### config.mk
export PLATFORM = sky130hd
export DESIGN_NAME = pc_unit
export DESIGN_NICKNAME = d
export VERILOG_FILES = /design/src/rtl/kgprisc_pc_pkg.sv /design/src/rtl/pc_ras.sv /design/src/rtl/pc_unit.sv
export SDC_FILE = /design/constraint.sdc
export NUM_CORES = 1
export LEC_CHECK = 0
export ABC_AREA = 0
export CORE_ASPECT_RATIO = 1.4
export CORE_MARGIN = 8
export CORE_UTILIZATION = 51
export CTS_BUF_LIST = sky130_fd_sc_hd__clkbuf_2
export DETAILED_ROUTE_END_ITERATION = 8
export PLACE_DENSITY = 0.88
export REMOVE_ABC_BUFFERS = 1
export SKIP_LAST_GASP = 1
export SYNTH_ARGS = -nofsm -noshare
export SYNTH_HDL_FRONTEND = slang
export SYNTH_SLANG_ARGS = --single-unit
### constraint.sdc
create_clock -name clock -period 3.55 [get_ports clock]
set_clock_uncertainty 0.15 [all_clocks]
set_input_delay 0.355 -clock clock [delete_from_list [all_inputs] [get_ports clock]]
set_output_delay 0.355 -clock clock [all_outputs]
set_load 0.01 [all_outputs]
### src/rtl/kgprisc_pc_pkg.sv
// Shared types and defaults for the KGPRISC fetch-stage program counter.
package kgprisc_pc_pkg;

    localparam int          PC_WIDTH      = 32;
    localparam logic [31:0] PC_RESET_ADDR = 32'h0;

    typedef enum logic [2:0] {
        PC_HOLD,
        PC_INC,
        PC_BRANCH,
        PC_CALL,
        PC_RET
    } pc_op_t;

endpackage

### src/rtl/pc_ras.sv
// Circular return-address stack: overwrites the oldest entry when full; err pulses on lossy/illegal events.
// Latency 1 cycle; pop has priority over push (a simultaneous push is dropped and flagged).
module pc_ras #(
    parameter int WIDTH = 32,
    parameter int DEPTH = 4
) (
    input  logic             clock,
    input  logic             reset,
    input  logic             push,
    input  logic             pop,
    input  logic [WIDTH-1:0] push_data,
    output logic [WIDTH-1:0] top_data,
    output logic             full,
    output logic             empty,
    output logic             err
);
    localparam int         PW      = $clog2(DEPTH);
    localparam logic [PW:0] CNT_MAX = (PW+1)'(DEPTH);

    logic [WIDTH-1:0] mem [DEPTH];
    logic [PW-1:0]    ptr;
    logic [PW:0]      count;

    // ptr is the next write slot; once full it also addresses the oldest entry.
    assign top_data = mem[ptr - PW'(1)];
    assign full     = (count == CNT_MAX);
    assign empty    = (count == '0);

    always_ff @(posedge clock) begin
        if (reset) begin
            ptr   <= '0;
            count <= '0;
            err   <= 1'b0;
            for (int i = 0; i < DEPTH; i++) begin
                mem[i] <= '0;
            end
        end else begin
            err <= 1'b0;
            if (pop) begin
                if (empty) begin
                    err <= 1'b1;
                end else begin
                    ptr   <= ptr - PW'(1);
                    count <= count - (PW+1)'(1);
                    err   <= push;
                end
            end else if (push) begin
                mem[ptr] <= push_data;
                ptr      <= ptr + PW'(1);
                if (!full) begin
                    count <= count + (PW+1)'(1);
                end
                err <= full;
            end
        end
    end

endmodule

### src/rtl/pc_unit.sv
// Fetch-stage program counter: increment, stall hold, branch load, optional RAS (macro PC_RAS_EN).
// Latency 1 cycle, no input-to-pc_out combinational path; stall drops concurrent strobes.
module pc_unit
    import kgprisc_pc_pkg::*;
#(
    parameter int               WIDTH      = PC_WIDTH,
    parameter logic [WIDTH-1:0] RESET_ADDR = WIDTH'(PC_RESET_ADDR),
    parameter int               INC        = 1,
    parameter int               RAS_DEPTH  = 4
) (
    input  logic             clock,
    input  logic             reset,
    input  logic             stall,
    input  logic             branch_en,
    input  logic [WIDTH-1:0] branch_target,
    input  logic             call_en,
    input  logic             ret_en,
    output logic [WIDTH-1:0] pc_out,
    output logic             ras_full,
    output logic             ras_empty,
    output logic             ras_err
);
    localparam logic [WIDTH-1:0] INC_W = WIDTH'(INC);

    pc_op_t           op;
    logic [WIDTH-1:0] pc_inc;
    logic [WIDTH-1:0] pc_next;
    logic [WIDTH-1:0] top_data;

    assign pc_inc = pc_out + INC_W;

`ifdef PC_RAS_EN
    logic push;
    logic pop;

    always_comb begin
        op = PC_INC;
        if (stall)          op = PC_HOLD;
        else if (ret_en)    op = PC_RET;
        else if (call_en)   op = PC_CALL;
        else if (branch_en) op = PC_BRANCH;
    end

    // A call colliding with a ret is still presented so the stack can flag it.
    assign pop  = (op == PC_RET);
    assign push = (op == PC_CALL) || ((op == PC_RET) && call_en);

    pc_ras #(
        .WIDTH (WIDTH),
        .DEPTH (RAS_DEPTH)
    ) u_ras (
        .clock     (clock),
        .reset     (reset),
        .push      (push),
        .pop       (pop),
        .push_data (pc_inc),
        .top_data  (top_data),
        .full      (ras_full),
        .empty     (ras_empty),
        .err       (ras_err)
    );
`else
    logic unused_ras;

    always_comb begin
        op = PC_INC;
        if (stall)                     op = PC_HOLD;
        else if (call_en || branch_en) op = PC_BRANCH;
    end

    assign top_data   = '0;
    assign ras_full   = 1'b0;
    assign ras_empty  = 1'b1;
    assign ras_err    = 1'b0;
    assign unused_ras = ret_en ^ (RAS_DEPTH == 0);
`endif

    always_comb begin
        pc_next = pc_inc;
        case (op)
            PC_HOLD:             pc_next = pc_out;
            PC_BRANCH, PC_CALL:  pc_next = branch_target;
            PC_RET:              pc_next = ras_empty ? pc_inc : top_data;
            default:             pc_next = pc_inc;
        endcase
    end

    always_ff @(posedge clock) begin
        if (reset) pc_out <= RESET_ADDR;
        else       pc_out <= pc_next;
    end

endmodule

-- Yosys cells after proc, flatten, opt, wreduce, memory -nomap -nowiden
Index checks and enable logic that the tools add are counted.
- mux-type cells: 3
- equality and inequality tests: 2
- add/subtract/negate cells: 1
- reduce and logical (&&, ||, !) cells: 3
- operators with widths (cell ; number):
    $pmux W32 S2 ; 1
    $add A32 B1 Y32 const B ; 1
    $eq A3 B2 Y1 const B ; 2
    $logic_not A3 Y1 ; 1
    $mux W3 ; 1
    $mux W2 ; 1
    $reduce_or A2 Y1 ; 1
    $logic_or A1 B1 Y1 ; 1
- flip-flop bits (word level): 32
- output and inout bits: 35

-- Logic depth before layout (Yosys ltp)
Gate-level depths: netlist of the first run.
- word-level depth: 6
- mapped depth: 8
- mapped depth without buffers: 6

-- Worst setup path before layout of the first run
No wires, ideal clock.
- path kind: flip-flop to flip-flop
- start: reg pc_out[0]
- end: reg pc_out[24]
- setup slack: 1.319 ns
- data arrival time: 1.947 ns
- stages on the path, launching flop included: 7
- setup time: 0.134 ns
- required time: 3.266 ns
- cell sequence: dfxtp_1 -> ha_1 -> nand3_2 -> or4_4 -> nor3_4 -> a311o_2 -> a211oi_2
- word-level cells in the longest chain between the ends: 2
- ends and longest elaborated chain (item ; RTL line ; RTL):
    start, declared ; pc_unit.sv:18 ; output logic [WIDTH-1:0] pc_out,
    start signal, assigned ; pc_unit.sv:90 ; else pc_out <= pc_next;
    $add A32 B1 Y32 ; pc_unit.sv:30 ; assign pc_inc = pc_out + INC_W;
    $pmux W32 S2 ; pc_unit.sv:80 ; case (op)
Every way passes these cells.
A chain may end at the register's enable or synchronous reset.

-- Worst setup path after layout of the first run
Same ends and word-level chain as after synthesis.

==> summary.txt, run 1 <==
Clock tree
  • Clock latency on the worst-skew pair: 0.39 ns
  • TritonCTS Buffers: 5
  • Hold buffer count at cts: 0
  • PostCTS Resize Cnt: 0
  • Clock Tree Buf Depth: 2
  • CTS clk-pin slew, worst paths: 0.18 ns
  • Clk root buf: clkbuf_2
  • Post-CTS Setup Bufs: 0
  • Sink Count: 32
  • CTS HTree Levels: 2
  • CTS tree: done

Synthesis
  • Ys async rst share: 0
  • Netlist cell types: 56
  • EDFF count, synth: 0
  • Synth Cell Area: 0.00218 mm2
  • Top_reg_cell synth: dfxtp_1
  • Synthesis Warnings: 0
  • Cells after Synth: 297
  • #FFs+latches synth: 32
  • Synth Area per Inst: 7.33 um2
  • Sequential fraction of the synthesis area: 0.294

Critical path
  • Setup CP Type: flip-flop to flip-flop
  • Worst Path Required: 3.73 ns
  • R2R Setup Slk: 1.12 ns
  • Crit path max fanout: 9
  • Critical Path Start: pc_out[0]
  • Cell Chain, Critical Path: ha_1 -> nand3_2 -> or4_4 -> nor3_4 -> a311oi_1 -> a211oi_2
  • Slowest stage delay, CP: 0.62 ns
  • Crit-path slowest cell: or4_4
  • R2R cell count: 6
  • Delay-heaviest family, CP: simple AND/OR/NAND/NOR gates
  • Crit. End Element: flip-flop
  • Critical register-to-register path startpoint: pc_out[0]
  • Critical path startpoint category: flip-flop
  • Buffers plus inverters on the worst setup path: 0
  • FF-to-FF End: pc_out[24]
  • Critical Path AT: 2.61 ns

Die
  • Area of the die: 0.00665 mm2
  • Die Wd: 71.2 um
  • Chip height: 93.3 um
  • Starting density of the core: 0.522
  • Core Rows: 28
  • Io pins: 73
  • Core Area: 0.00417 mm2

Drt
  • Vias/cell: 6.34
  • Detailed Route Iter0 Violations: 204
  • Final WL: 6680 um
  • Initial DRT Pass Iterations: 4
  • Routed Antenna Nets: 0
  • DR DRC count: 0
  • Wirelength per Cell: 16.6 um
  • Total number of vias: 2554

GRT
  • Global Route met3 Usage: 0.0375
  • Total gr overflow: 0
  • Number of global-route vias before repair: 2391
  • Initial antenna violation count: 0
  • First-pass GRT wire length: 10800 um
  • GRT Total Usage: 0.196
  • Largest net degree at the start of global routing: 55
  • Grt met2 use: 0.347
  • Gr busiest metal: met2
  • Routing usage on met1: 0.217

Status
  • Status: completed

Cells and area
  • Reg with most FFs: pc_out
  • Largest registers: pc_out: 32 flops
  • Storage cell area: 641 um2
  • Final Net Count: 396
  • Commonest non-fill, non-tap cell in the layout: clkdlybuf4s50_1
  • Syn-to-layout area delta: 33.7%
  • Most frequent cells in the layout: clkdlybuf4s50_1, a21oi_1, dfxtp_1, nand2_1, nor2_1
  • Multi-input logic area: 0.00143 mm2
  • ANT cells: 0
  • Share of cells above drive strength 1: 0.0866
  • Fill count: 370
  • Max reg flops: 32
  • Layout Cell Area excl Fill: 0.00291 mm2
  • Layout Utilization: 0.698

Placed design
  • IO Port Bufs: 68
  • Final GP Congestion: 0.858
  • DP Area: 0.00287 mm2
  • Hpwl dp: 4760 um

Pwr
  • Final Power: 814 uW
  • Max IR drop VDD: 0.000201 V
  • Lkg Pwr: 0.00104 uW
  • Power Dens Cells: 280 mW/mm2

STA
  • RSZ-0062 raised after global routing: no
  • Slew Limit Fails: 0
  • Slew @ Worst Pin: 0.915 ns
  • Final Cycle Share: 0.684
  • TNS Setup: 0 ns
  • Final Hold Fails: 0
  • Max Freq: 412 MHz
  • Setup Viol. Count Final: 0
  • Final Critical Period: 2.43 ns
  • Slew HR: 0.390

Worst hold path
  • WHS Path Cells: 2
  • Hold_sp: pc_out[24]
  • Hold Path End: pc_out[24]
  • Hold Path Class: flip-flop to flip-flop

Flow run
  • # Max-Cap Violations: 0
## how the worst max path moves through the flow
stage / end / slack (ns) / cells after the start
finish: pc_out[24] / 1.12 / 6
global route: pc_out[30] / 0.92 / 6
CTS: pc_out[24] / 1.12 / 6
detailed placement: pc_out[31] / 1.0 / 6
global placement: pc_out[29] / 1.03 / 6
floorplan: pc_out[29] / 1.07 / 5
## cells in the mapped netlist, types with 3 or more instances
cell | instances | area, um2
or3_1 | 3 | 18.8
a21oi_1 | 32 | 160
o32ai_1 | 3 | 26.3
clkbuf_1 | 17 | 63.8
nor3_1 | 14 | 70.1
mux2i_1 | 4 | 40.0
nand2_1 | 29 | 109
and3_1 | 14 | 87.6
inv_1 | 6 | 22.5
buf_4 | 3 | 22.5
a22oi_1 | 5 | 37.5
nand4_1 | 17 | 106
and2_1 | 3 | 18.8
o21ai_0 | 12 | 60.1
nand3_1 | 12 | 60.1
or4_1 | 4 | 30.0
nor2_1 | 28 | 105
dfxtp_1 | 32 | 641
nor4_1 | 5 | 31.3
a31oi_1 | 7 | 43.8
## where the power goes
part           switching (uW)  internal (uW)
Combinational            92.4            115
Sequential               38.6            383
Clock                     132           52.7
Total                     263            551
## cell type report
| class | instances | share of cell area |
|---|---|---|
| clock buffers | 7 | 0.0120 |
| multi-input cells | 238 | 0.490 |
| well taps | 45 | 0.0193 |
| clock inverters | 1 | 0.00129 |
| inverters | 6 | 0.00774 |
| flip-flops and latches | 32 | 0.220 |
| repair buffers | 74 | 0.249 |
## per-stage QoR
stage,setup slack [ns],std cells,hold slack (ns)
global route,0.923,403,0.427
finish,1.12,403,0.377
floorplan,1.07,276,0.274
CTS,1.12,403,0.378
detailed placement,0.998,395,0.356
global placement,1.03,395,0.351
## worst reg2reg max path, cell delays in order (launching register included)
cell	delay (ns)
dfxtp_1	0.45
ha_1	0.26
nand3_2	0.21
or4_4	0.62
nor3_4	0.37
a311oi_1	0.16
a211oi_2	0.18
## layer usage
metal	wire length, um	part of all wire
met4	174	0.026
met3	488	0.073
met1	2600	0.39
met2	3420	0.51
met5	0	0
## logic make-up (layout without fill, tap and decap cells)
family	after synthesis	in the layout	synth area share
flops	32	32	0.294
other cells	2	3	0.00345
buf+inv	28	88	0.0534
simple gates	144	144	0.365
compound gates	84	84	0.249
mux	6	6	0.0287
fa+ha+maj	1	1	0.00575
No activity file was read; power rests on OpenSTA's default activity.
==> run 2: changes to the inputs <==
--- a/config.mk
+++ b/config.mk
@@ -8,10 +8,10 @@
 export ABC_AREA = 0
 export CORE_ASPECT_RATIO = 1.4
 export CORE_MARGIN = 8
-export CORE_UTILIZATION = 51
+export CORE_UTILIZATION = 47
 export CTS_BUF_LIST = sky130_fd_sc_hd__clkbuf_2
 export DETAILED_ROUTE_END_ITERATION = 8
-export PLACE_DENSITY = 0.88
+export PLACE_DENSITY = 0.82
 export REMOVE_ABC_BUFFERS = 1
 export SKIP_LAST_GASP = 1
 export SYNTH_ARGS = -nofsm -noshare
==> constraint.sdc (replaced) <==
create_clock -name clock -period 2.35 [get_ports clock]
set_clock_uncertainty 0.15 [all_clocks]
set_input_delay 0.235 -clock clock [delete_from_list [all_inputs] [get_ports clock]]
set_output_delay 0.235 -clock clock [all_outputs]
set_load 0.01 [all_outputs]
==> run 2 against run 1 <==
Register-to-register slack worse by 0.95 ns. Count of clock-buffer cells in the layout is 2 lower. Critical path depth stayed put. Final cell count is 7.7% higher. First-iteration DRC count is 64% higher. Power is 53% higher. Global-route usage is 0.38 points higher. Core utilization is 2.0 points lower. Clock power is 46% higher. Critical endpoint unchanged.
==> summary.txt, run 2 (synthesis results as in run 1) <==
Pwr
  • Lkg Pwr: 0.00112 uW (was 0.00104 uW)
  • Sequential share of power: 0.508 (was 0.518)
  • Sw frac: 0.328 (was 0.323)
  • Max IR drop VDD: 0.000257 V (was 0.000201 V)
  • Power Dens Cells: 407 mW/mm2 (was 280 mW/mm2)
  • Comb power frac: 0.275 (was 0.255)
  • Internal: 834 uW (was 551 uW)
  • Clock share of power: 0.216 (was 0.227)
  • Switching pwr: 407 uW (was 263 uW)

Critical path
  • Crit. End Element: flip-flop (unchanged)
  • Setup CP Type: flip-flop to flip-flop (unchanged)
  • Crit path max fanout: 8 (was 9)
  • Critical Path AT: 2.35 ns (was 2.61 ns)
  • Critical path startpoint category: flip-flop (unchanged)
  • Worst Path Required: 2.51 ns (was 3.73 ns)
  • R2R cell count: 6 (unchanged)

Clock tree
  • Hold buffer count at cts: 0 (unchanged)
  • TritonCTS Buffers: 5 (unchanged)
  • CTS HTree Levels: 2 (unchanged)
  • Clock latency on the worst-skew pair: 0.40 ns (was 0.39 ns)
  • Sink Count: 32 (unchanged)
  • Post-CTS Setup Bufs: 0 (unchanged)
  • CTS clk-pin slew, worst paths: 0.20 ns (was 0.18 ns)
  • Clock Tree Buf Depth: 2 (unchanged)
  • Clk root buf: clkbuf_2 (unchanged)
  • CTS tree: done (unchanged)

Placed design
  • DP Worst Slack: 0.156 ns (was 0.998 ns)
  • Final GP Congestion: 0.855 (was 0.858)
  • IO Port Bufs: 68 (unchanged)
  • Hpwl dp: 5300 um (was 4760 um)

Status
  • Status: completed (unchanged)

Drt
  • Initial DRT Pass Iterations: 7 (was 4)
  • Total number of vias: 2619 (was 2554)
  • Vias/cell: 6.03 (was 6.34)
  • Final WL: 7160 um (was 6680 um)
  • DR DRC count: 0 (unchanged)
  • Routed Antenna Nets: 0 (unchanged)
  • Detailed Route Iter0 Violations: 334 (was 204)
  • Wirelength per Cell: 16.5 um (was 16.6 um)

Cells and area
  • Final Net Count: 410 (was 396)
  • Share of cells above drive strength 1: 0.124 (was 0.0866)
  • Layout Utilization: 0.678 (was 0.698)
  • Largest registers: pc_out: 32 flops (unchanged)
  • Max reg flops: 32 (unchanged)
  • Fill count: 423 (was 370)
  • Reg with most FFs: pc_out (unchanged)
  • ANT cells: 0 (unchanged)
  • Most frequent cells in the layout: clkdlybuf4s50_1, a21oi_1, dfxtp_1, nand2_1, nor2_1 (unchanged)
  • Syn-to-layout area delta: 40.1% (was 33.7%)
  • Commonest non-fill, non-tap cell in the layout: clkdlybuf4s50_1 (unchanged)

STA
  • Fin worst setup slack: 0.166 ns (was 1.12 ns)
  • Slew @ Worst Pin: 0.543 ns (was 0.915 ns)
  • Slew Limit Fails: 0 (unchanged)
  • Final Hold Fails: 0 (unchanged)
  • Final Critical Period: 2.18 ns (was 2.43 ns)
  • RSZ-0062 raised after global routing: no (unchanged)
  • Setup Viol. Count Final: 0 (unchanged)
  • Slew HR: 0.637 (was 0.390)
  • Final Cycle Share: 0.929 (was 0.684)
  • Max Freq: 458 MHz (was 412 MHz)

Flow run
  • # Max-Cap Violations: 0 (unchanged)

Die
  • Starting density of the core: 0.484 (was 0.522)
  • Io pins: 73 (unchanged)
  • Die Wd: 73.5 um (was 71.2 um)
  • Chip height: 96.5 um (was 93.3 um)
  • Area of the die: 0.00710 mm2 (was 0.00665 mm2)
  • Core Rows: 29 (was 28)
  • Core Area: 0.00450 mm2 (was 0.00417 mm2)

GRT
  • First-pass GRT wire length: 11400 um (was 10800 um)
  • GRT Total Usage: 0.200 (was 0.196)
  • Total gr overflow: 0 (unchanged)
  • Initial antenna violation count: 0 (unchanged)
  • Largest net degree at the start of global routing: 31 (was 55)
  • Number of global-route vias before repair: 2406 (was 2391)

Worst hold path
  • Hold Path Class: input pin to flip-flop (was flip-flop to flip-flop)
  • WHS Path Cells: 3 (was 2)
-- run 2: cell types whose count changed in the layout (fill, tap and decap cells not counted), sizes merged --
cell,delta
clkinv,+2
buf,+14
clkbuf,-2
-- run 2: critical path, cell delays in order, from the launching register on --
cell      delay (ns)
dfxtp_1         0.37
ha_1            0.21
nand3_2         0.12
or4_4           0.59
nor3_4          0.39
a311o_2         0.24
a211oi_2        0.06
-- run 2: area by class of cell --
class	instances	area [um2]	share of cell area
inverters	6	22.5	0.00738
flip-flops and latches	32	642	0.210
clock buffers	5	25.0	0.00820
clock inverters	3	13.8	0.00451
well taps	62	77.6	0.0254
multi-input cells	238	1430	0.468
repair buffers	88	843	0.276
-- run 2: metrics by stage --
step	TNS (ns)	area, um2	power [uW]	std cells	hold slack [ns]
6_report	0	3050	1240	434	0.277
5_1_grt	0	3050	1310	434	0.263
4_1_cts	0	3050	1240	434	0.267
3_5_place_dp	0	3010	982	426	0.364
3_3_place_gp	0	3010	974	426	0.351
2_1_floorplan	-0.0219	2090	768	276	0.154
-- run 2: timing repair --
item	CTS	global route
endpoints found under the setup margin	0	1
resized for setup	0	1
hold endpoints to repair	0	0
-- run 2: final timing paths --
| check | endpoint | slack [ns] | startpoint |
|---|---|---|---|
| worst max-delay path | pc_out[24] | 0.17 | pc_out[1] |
| worst min-delay path | pc_out[27] | 0.28 | branch_target[27] |
| worst max register to register | pc_out[24] | 0.17 | pc_out[1] |
| worst min register to register | pc_out[24] | 0.39 | pc_out[24] |
-- run 2: power by group through the flow --
stage               clock (uW)  sequential [uW]  combinational [uW]
detailed placement           0              640                 341
CTS                        267              629                 343
finish                     269              631                 342
global route               296              638                 372
floorplan                    0              652                 116
global placement             0              639                 335
-- run 2: per-layer routing --
| metal | vias to the layer above | global-route usage | share of wire |
|---|---|---|---|
| met4 | 0 | 0.0736 | 0.012 |
| met1 | 1244 | 0.227 | 0.40 |
| met5 | - | 0 | 0 |
| met2 | 99 | 0.358 | 0.52 |
| li1 | 1267 | - | - |
| met3 | 9 | 0.0403 | 0.071 |
